===== config.mk =====
export PLATFORM = sky130hd
export DESIGN_NAME = rect_fill_engine
export DESIGN_NICKNAME = d
export VERILOG_FILES = /design/src/rtl/rect_fill_engine_pkg.sv /design/src/rtl/rect_fill_engine_pixel_port_mux.sv /design/src/rtl/rect_fill_engine.sv
export SDC_FILE = /design/constraint.sdc
export NUM_CORES = 1
export LEC_CHECK = 0
export ABC_CLOCK_PERIOD_IN_PS = 5600
export BUFFER_PORTS_ARGS = -buffer_cell sky130_fd_sc_hd__buf_2
export CAP_MARGIN = 40
export CORE_ASPECT_RATIO = 0.75
export CORE_MARGIN = 4
export CORE_UTILIZATION = 30
export DETAILED_ROUTE_END_ITERATION = 7
export HOLD_SLACK_MARGIN = 0.02
export PLACE_DENSITY_LB_ADDON = 0.12
export SYNTH_ARGS = -nofsm -noshare
export SYNTH_HDL_FRONTEND = slang
export SYNTH_SLANG_ARGS = --single-unit

===== constraint.sdc =====
create_clock -name clk -period 5.6 [get_ports clk]
set_input_delay 0.56 -clock clk [delete_from_list [all_inputs] [get_ports clk]]
set_output_delay 0.56 -clock clk [all_outputs]
set_load 0.01 [all_outputs]

===== src/rtl/rect_fill_engine_pkg.sv =====
// Shared definitions for the rectangle-fill engine: geometry defaults,
// FSM state encoding and the coordinate clamp helper.
package rect_fill_engine_pkg;

  localparam int unsigned H_RES_DEF      = 640;
  localparam int unsigned V_RES_DEF      = 480;
  localparam int unsigned ADDR_WIDTH_DEF = 19;

  // Internal coordinate width; rows are carried at column width so one
  // clamp helper and one comparator style serve both axes.
  localparam int unsigned COORD_W = 10;
  localparam int unsigned ROW_W   = 9;

  typedef enum logic [1:0] {
    ST_IDLE  = 2'd0,
    ST_SETUP = 2'd1,
    ST_FILL  = 2'd2,
    ST_DONE  = 2'd3
  } fill_state_t;

  // Saturate a coordinate to the last valid column/row.
  function automatic logic [COORD_W-1:0] clamp_coord(
    input logic [COORD_W-1:0] i_val,
    input logic [COORD_W-1:0] i_lim
  );
    return (i_val > i_lim) ? i_lim : i_val;
  endfunction

endpackage


===== src/rtl/rect_fill_engine_pixel_port_mux.sv =====
// Pixel-port ownership mux: hands DPRAM port 0 either to the processor
// (pass-through) or to the fill engine.
module rect_fill_engine_pixel_port_mux #(
  parameter int unsigned ADDR_WIDTH = 19
) (
  input  logic                  i_sel_engine,
  input  logic [ADDR_WIDTH-1:0] i_cpu_addr,
  input  logic                  i_cpu_data,
  input  logic                  i_cpu_we,
  input  logic [ADDR_WIDTH-1:0] i_eng_addr,
  input  logic                  i_eng_data,
  input  logic                  i_eng_we,
  output logic [ADDR_WIDTH-1:0] o_addr,
  output logic                  o_data,
  output logic                  o_we
);

  // Select the owning bundle; processor writes vanish while the engine owns the port.
  always_comb begin
    // NOTE: every output gets a value on every path, so no latch is inferred.
    o_addr = i_cpu_addr;
    o_data = i_cpu_data;
    o_we   = i_cpu_we;
    if (i_sel_engine) begin
      o_addr = i_eng_addr;
      o_data = i_eng_data;
      o_we   = i_eng_we;
    end
  end

endmodule


===== src/rtl/rect_fill_engine.sv =====
// Rectangle-fill writer in front of the 1-bit frame-buffer DPRAM port 0.
// Accepts one command, clamps it to the screen, then writes one pixel per
// clock row by row; idle time passes the processor's pixel port through.
module rect_fill_engine
  import rect_fill_engine_pkg::*;
#(
  parameter int unsigned H_RES      = H_RES_DEF,
  parameter int unsigned V_RES      = V_RES_DEF,
  parameter int unsigned ADDR_WIDTH = ADDR_WIDTH_DEF
) (
  input  logic                  clk,
  input  logic                  CPU_RESETN,
  input  logic                  start,
  input  logic [COORD_W-1:0]    x0,
  input  logic [ROW_W-1:0]      y0,
  input  logic [COORD_W-1:0]    x1,
  input  logic [ROW_W-1:0]      y1,
  input  logic                  color,
  output logic                  busy,
  output logic                  done,
  input  logic [ADDR_WIDTH-1:0] cpu_pixel_addr,
  input  logic                  cpu_pixel_in,
  input  logic                  cpu_pixel_we,
  output logic [ADDR_WIDTH-1:0] pixel_addr,
  output logic                  pixel_in,
  output logic                  pixel_we
);

  localparam logic [COORD_W-1:0] X_LIM = COORD_W'(H_RES - 1);
  localparam logic [COORD_W-1:0] Y_LIM = COORD_W'(V_RES - 1);
  localparam logic [COORD_W-1:0] ROW_PAD = '0;

  fill_state_t r_state;
  fill_state_t w_next_state;

  logic [COORD_W-1:0]    r_x0, r_x1, r_y0, r_y1;
  logic [COORD_W-1:0]    r_col, r_row;
  logic                  r_color;
  logic [ADDR_WIDTH-1:0] r_addr;
  logic [ADDR_WIDTH-1:0] r_row_base;

  logic [COORD_W-1:0]    w_y0_wide, w_y1_wide;
  logic                  w_reject;
  logic                  w_col_more, w_row_more;
  logic [ADDR_WIDTH-1:0] w_x0_ext, w_y0_ext;
  logic [ADDR_WIDTH-1:0] w_row_base0;
  logic [ADDR_WIDTH-1:0] w_next_row_base;

  assign w_y0_wide  = {ROW_PAD[COORD_W-1:ROW_W], y0};
  assign w_y1_wide  = {ROW_PAD[COORD_W-1:ROW_W], y1};
  assign w_reject   = (r_x0 > r_x1) || (r_y0 > r_y1);
  assign w_col_more = (r_col < r_x1);
  assign w_row_more = (r_row < r_y1);
  assign w_x0_ext   = ADDR_WIDTH'(r_x0);
  assign w_y0_ext   = ADDR_WIDTH'(r_y0);
  assign w_next_row_base = r_row_base + ADDR_WIDTH'(H_RES);

  // The default 640-pixel stride is 512+128, so the first row base is two
  // shifts and an add rather than a multiplier.
  generate
    if (H_RES == 640) begin : g_row_base_shift
      assign w_row_base0 = (w_y0_ext << 9) + (w_y0_ext << 7);
    end else begin : g_row_base_mult
      assign w_row_base0 = w_y0_ext * ADDR_WIDTH'(H_RES);
    end
  endgenerate

  // State register; reset abandons any fill in progress immediately.
  always_ff @(posedge clk or negedge CPU_RESETN) begin
    if (!CPU_RESETN) begin
      r_state <= ST_IDLE;
    end else begin
      // NOTE: registers use non-blocking assignment so every flop samples pre-edge values.
      r_state <= w_next_state;
    end
  end

  // Next-state logic: IDLE -> SETUP -> FILL -> DONE -> IDLE, with rejects skipping FILL.
  always_comb begin
    w_next_state = r_state;
    case (r_state)
      ST_IDLE:  if (start) w_next_state = ST_SETUP;
      ST_SETUP: w_next_state = w_reject ? ST_DONE : ST_FILL;
      ST_FILL:  if (!w_col_more && !w_row_more) w_next_state = ST_DONE;
      ST_DONE:  w_next_state = ST_IDLE;
      default:  w_next_state = ST_IDLE;
    endcase
  end

  // Command latch and raster address generation.
  always_ff @(posedge clk or negedge CPU_RESETN) begin
    if (!CPU_RESETN) begin
      r_x0       <= '0;
      r_x1       <= '0;
      r_y0       <= '0;
      r_y1       <= '0;
      r_color    <= 1'b0;
      r_col      <= '0;
      r_row      <= '0;
      r_addr     <= '0;
      r_row_base <= '0;
    end else begin
      case (r_state)
        ST_IDLE: begin
          if (start) begin
            r_x0    <= clamp_coord(x0, X_LIM);
            r_x1    <= clamp_coord(x1, X_LIM);
            r_y0    <= clamp_coord(w_y0_wide, Y_LIM);
            r_y1    <= clamp_coord(w_y1_wide, Y_LIM);
            r_color <= color;
          end
        end
        ST_SETUP: begin
          r_row_base <= w_row_base0;
          r_addr     <= w_row_base0 + w_x0_ext;
          r_col      <= r_x0;
          r_row      <= r_y0;
        end
        ST_FILL: begin
          if (w_col_more) begin
            r_col  <= r_col + 1'b1;
            r_addr <= r_addr + 1'b1;
          end else if (w_row_more) begin
            r_row      <= r_row + 1'b1;
            r_col      <= r_x0;
            r_row_base <= w_next_row_base;
            r_addr     <= w_next_row_base + w_x0_ext;
          end
        end
        default: ;
      endcase
    end
  end

  assign busy = (r_state != ST_IDLE);
  assign done = (r_state == ST_DONE);

  rect_fill_engine_pixel_port_mux #(
    .ADDR_WIDTH (ADDR_WIDTH)
  ) u_port_mux (
    .i_sel_engine (busy),
    .i_cpu_addr   (cpu_pixel_addr),
    .i_cpu_data   (cpu_pixel_in),
    .i_cpu_we     (cpu_pixel_we),
    .i_eng_addr   (r_addr),
    .i_eng_data   (r_color),
    .i_eng_we     (r_state == ST_FILL),
    .o_addr       (pixel_addr),
    .o_data       (pixel_in),
    .o_we         (pixel_we)
  );

endmodule


==> results of run 1 <==
[synth_stat cells (6+ instances only)]
master / number
a211oi_1: 8
a21o_1: 13
a21oi_1: 49
a221o_1: 7
a311oi_1: 7
a31oi_1: 12
a41oi_1: 8
and3_1: 10
buf_2: 10
clkbuf_1: 28
dfrtp_1: 92
ha_1: 58
inv_1: 41
mux2_2: 25
mux2i_1: 13
nand2_1: 91
nand3_1: 30
nand4_1: 19
nor2_1: 57
nor2b_1: 6
nor3_1: 17
o211ai_1: 7
o21a_1: 6
o21ai_0: 51
o22a_1: 10
o22ai_1: 11
o31ai_1: 10
xnor2_1: 21
xor2_1: 20
[critical path, stage by stage (launching register included)]
cell and delay, ps:
dfrtp_1 430, ha_1 310, a2111oi_0 530, o21ai_0 170
o21ai_0 210, or3_1 190, o21a_1 740, o21ai_0 220
a22o_1 280
[final timing paths]
kind	start	end	cells after the start
min in group clk	color	r_color	3
max in group asynchronous	CPU_RESETN	r_addr[6]	3
max reg2reg	r_col[7]	r_col[3]	8
min	CPU_RESETN	r_addr[10]	1
min reg2reg	r_color	r_color	2
max	r_col[7]	r_col[3]	8
[metal layers]
metal,wire (um),share of wire,GRT usage
met1,12700,0.56,0.298
met2,8510,0.38,0.223
met3,1130,0.050,0.0325
met4,113,0.0050,0.0208
met5,0,0,0
[area by class of cell]
cell class,count,area (um^2)
fillers,2450,15000
flip-flops and latches,92,2300
well taps,300,375
inverters,41,154
repair buffers,98,546
multi-input cells,644,4440
clock buffers,9,225
clock inverters,7,65.1
[logic make-up (layout without fill, tap and decap cells)]
kind of cell    Yosys count  count (layout)  synth area share
simple gates            267             267             0.182
compound gates          237             237             0.227
flops                    92              92             0.325
buf+inv                  86             155            0.0491
fa+ha+maj                60              60             0.108
xor+xnor                 41              41            0.0507
mux                      38              38            0.0581
other cells               1               1          0.000529
[metrics by stage]
step	std cells	hold slack (ps)	setup slack, ps	utilization	area (um^2)
floorplan	822	264	2900	-	7090
global placement	1173	466	2200	0.337	7780
detailed placement	1175	471	2480	0.338	7820
CTS	1191	133	2420	0.351	8110
global route	1191	153	2050	0.351	8110
finish	1191	131	2420	0.351	8110
[flip-flops by register name, summed over array words and instances (netlist names)]
signal      count
r_addr         19
r_row_base     12
r_col          10
r_row          10
r_x0           10
r_x1           10
r_y0            9
r_y1            9
r_state         2
r_color         1
==> results.py, run 1 <==
metrics = {
    "floorplan": {
        "coreArea_um2": 23100,
        "dieArea_um2": 26200,
        "ios": 86,
        "start_util": 0.306,
        "rows": 48,
        "die_w_um": 185,
        "chipHeight_um": 141,
    },
    "global_routing": {
        "grt_max_degree": 37,
        "grt_pass1_wl_mm": 35.6,
        "grtUsageTotal": 0.174,
        "grt_pass1_vias": 6027,
        "antenna_found_initial": 0,
        "grt_overflow": 0,
    },
    "synthesis": {
        "yosysTopAreaCell": "dfrtp_1",
        "ys_async_sr_fraction": 1.00,
        "ys.flop_type": "dfrtp_1",
        "synth_edf_count": 0,
        "yosys_warnings": 0,
        "yosys-top-cells-area": "dfrtp_1, ha_1, nand2_1, mux2_2, o21ai_0",
        "ys_ff_latch": 92,
        "synthCells": 822,
        "syn_area_um2": 7090,
        "synth.distinct_cells": 76,
        "yosysTopAreaCellShare": 0.325,
        "yosysSeqAreaShare": 0.325,
        "synth_fp_nets": 945,
        "synth_area_per_cell_um2": 8.62,
    },
    "critical_path": {
        "crit_type": "reg -> reg",
        "reg2reg_slack_ps": 2420,
        "worstSetupStartpointType": "flip-flop",
        "required_ps": 5850,
        "crit_arrival_ps": 3440,
        "cp-end-kind": "flip-flop",
        "cp_max_fo": 22,
    },
    "route": {
        "dr.pass1.iters": 5,
        "via_per_inst": 5.35,
        "num_vias": 6374,
        "routedWlPerCell_um": 18.8,
        "route.detailed.drc": 0,
        "detail-route-antenna-nets": 0,
        "drt-initial-drc-count": 427,
        "finalWirelength_mm": 22.4,
    },
    "timing": {
        "fin_crit_sh": 0.569,
        "finalHoldViolCount": 0,
        "tns_ps": 0,
        "max_freq_mhz": 314,
        "rsz0062_at_grt": "no",
        "setup_viol": 0,
        "fin_skew_ps": 8.29,
        "period_minus_slack_ps": 3180,
        "worstMarginPinSlew_ps": 929,
        "relSlewSlack": 0.381,
        "drv_slew": 0,
    },
    "clocking": {
        "clock_path_buffers": 2,
        "htreeDepth": 3,
        "holdBufCountCts": 0,
        "cts_buffers": 9,
        "cts_tree": "yes",
        "clk_pin_slew_ps": 70,
        "root_buffer": "clkbuf_16",
        "clkLatencyLatePin_ps": 360,
        "cts_setup_buffers": 0,
        "ctsResizeCount": 0,
        "cts_sinks": 92,
    },
    "finish": {
        "nets": 1009,
        "antenna_cells": 0,
        "drive_gt1_frac": 0.175,
        "final_common_cell": "dfrtp_1",
        "final_cell_mix": "dfrtp_1, nand2_1, buf_2, ha_1, nor2_1",
        "syn_to_final_growth_pct": 14.4,
    },
    "job": {
        "cap_violations": 0,
    },
    "min_path": {
        "hold_class": "in -> async",
    },
    "placed_design": {
        "place.detailed.hpwl_mm": 17.1,
        "place_congestion": 0.863,
        "portBuffers": 85,
    },
    "run_status": {
        "status": "finished clean",
    },
}
Power of run 1 is not shown: default switching activity piles up to over one toggle a cycle in this logic, so the estimate is an artifact.
==> inputs of run 2 (changes only) <==
- ABC_CLOCK_PERIOD_IN_PS: 5600 -> 2600
- clock period: 5.6 -> 2.6 ns (I/O delays scaled with it)
==> run 2 against run 1 <==
  * The run now ends with setup timing left
  * Setup slack lost 2400 ps
  * Sequential share of layout area fell by 3.6 points
  * Design area up 14%
  * Maximum frequency is 21% higher
  * Clock skew is 9.1 ps higher
  * Via count rose by 6.2%
==> results.py, run 2 (same netlist as run 1, synthesis figures left out) <==
metrics = {
    "finish": {
        "syn_to_final_growth_pct": 30.9,
        "antenna_cells": 0,
        "layout.cells.non_filler": 1310,
        "final_cell_mix": "buf_4, dfrtp_1, nand2_1, buf_2, ha_1",
        "reg_top3": "r_addr x19, r_row_base x12",
        "final_common_cell": "buf_4",
        "largest-register": "r_addr",
        "nets": 1128,
        "drive_gt1_frac": 0.311,
        "fin_util": 0.401,
        "largest_register_ffs": 19,
    },
    "critical_path": {
        "required_ps": 2840,
        "reg2reg_slack_ps": -30,
        "cp-end-kind": "flip-flop",
        "crit_arrival_ps": 2870,
        "crit_type": "reg -> reg",
        "worstSetupStartpointType": "flip-flop",
        "cp_max_fo": 5,
        "r2r_cells": 8,
        "timing.rr.end": "r_addr[17]",
        "worstReg2RegStart": "r_y0[3]",
    },
    "route": {
        "dr.pass1.iters": 5,
        "finalWirelength_mm": 24.0,
        "routedWlPerCell_um": 18.3,
        "route.detailed.drc": 0,
        "drt-initial-drc-count": 524,
        "via_per_inst": 5.17,
        "num_vias": 6770,
        "detail-route-antenna-nets": 0,
    },
    "clocking": {
        "clock_path_buffers": 2,
        "clkLatencyLatePin_ps": 360,
        "clk_pin_slew_ps": 70,
        "htreeDepth": 3,
        "root_buffer": "clkbuf_16",
        "cts_buffers": 9,
        "cts_tree": "yes",
        "cts_sinks": 92,
    },
    "min_path": {
        "holdPathEnd": "r_color",
        "whs_path_depth": 3,
        "hold_class": "in -> reg",
        "min_from": "color",
    },
    "placed_design": {
        "dp_cells": 1285,
        "place.detailed.hpwl_mm": 18.7,
        "portBuffers": 85,
        "place_congestion": 0.896,
    },
    "run_status": {
        "violations": "setup timing",
        "status": "finished with violations",
    },
    "floorplan": {
        "rows": 48,
        "start_util": 0.306,
        "dieArea_um2": 26200,
        "coreArea_um2": 23100,
        "die_w_um": 185,
        "ios": 86,
        "chipHeight_um": 141,
    },
    "timing": {
        "timing.final.ws_setup_ps": -27.7,
        "max_freq_mhz": 381,
        "tns_ps": -27.7,
        "fin_crit_sh": 1.01,
        "drv_slew": 0,
        "worstMarginPinSlew_ps": 737,
        "setup_viol": 1,
        "finalHoldViolCount": 0,
        "rsz0062_at_grt": "yes",
        "period_minus_slack_ps": 2630,
        "relSlewSlack": 0.507,
        "fin_skew_ps": 17.3,
    },
    "global_routing": {
        "grt_max_degree": 45,
        "grt_pass1_wl_mm": 37.8,
        "grtUsageTotal": 0.185,
        "grt.busiest_layer": "met1",
        "grt_use_met2": 0.237,
        "grtUsageMet1": 0.314,
        "met3_usage": 0.0359,
        "grt_pass1_vias": 6449,
        "grt_overflow": 0,
        "antenna_found_initial": 0,
    },
    "job": {
        "cap_violations": 0,
    },
}
run 2: cell count changes in the layout (fill, tap and decap cells not counted), sizes merged:
cell         delta
buf           +118
clkbuf          +1
clkinvlp        +3
dlygate4sd3     +1
inv             -4
run 2: final cells by class:
cell class / count / area, um^2
inverter: 41 / 154
timing repair buffer: 217 / 1510
multi-input combinational: 644 / 4660
clock inverter: 6 / 48.8
fill: 2370 / 13800
clock buffer: 10 / 229
sequential: 92 / 2300
tap: 300 / 375
run 2: critical path, cell delays in order (launching register included):
cell and delay (ps):
dfrtp_2 460, buf_6 140, fa_2 400, or4_4 440, a311oi_2 270, nand2_1 150, nor3b_2 220, mux2i_1 130
o32a_1 290
run 2: metrics by stage:
stage / setup WS, ps / area (um^2) / hold WS, ps
floorplan: 46.7 / 7090 / -35.6
global placement: -128 / 8700 / 336
detailed placement: -134 / 8700 / 328
CTS: -16.3 / 9060 / 84.7
global route: -148 / 9280 / 95.6
finish: -27.7 / 9280 / 98.1
run 2: worst max path at each step:
stage	startpoint	depth (start not counted)	to
after floorplan	r_y0[3]	9	r_addr[17]
after global placement	r_y0[3]	9	r_addr[17]
after detailed placement	r_col[7]	9	r_addr[18]
after CTS	r_y0[2]	9	r_addr[17]
after global routing	r_y0[3]	10	r_addr[17]
final	r_y0[3]	8	r_addr[17]
run 2: per-layer routing:
layer | vias to the layer above | routed length (um)
li1 | 3402 | -
met1 | 3200 | 13600
met2 | 155 | 9030
met3 | 13 | 1150
met4 | 0 | 197
met5 | - | 0
run 2: timing repair:
action | in CTS | in global routing
resized for setup | 13 | 40
setup buffers | 3 | 5
hold buffers | 1 | 0
pin swaps | 6 | 13
hold endpoints to repair | 42 | 0
setup endpoints to repair | 36 | 50
gates cloned | 0 | 0
Power of run 2 is left out for the same reason.
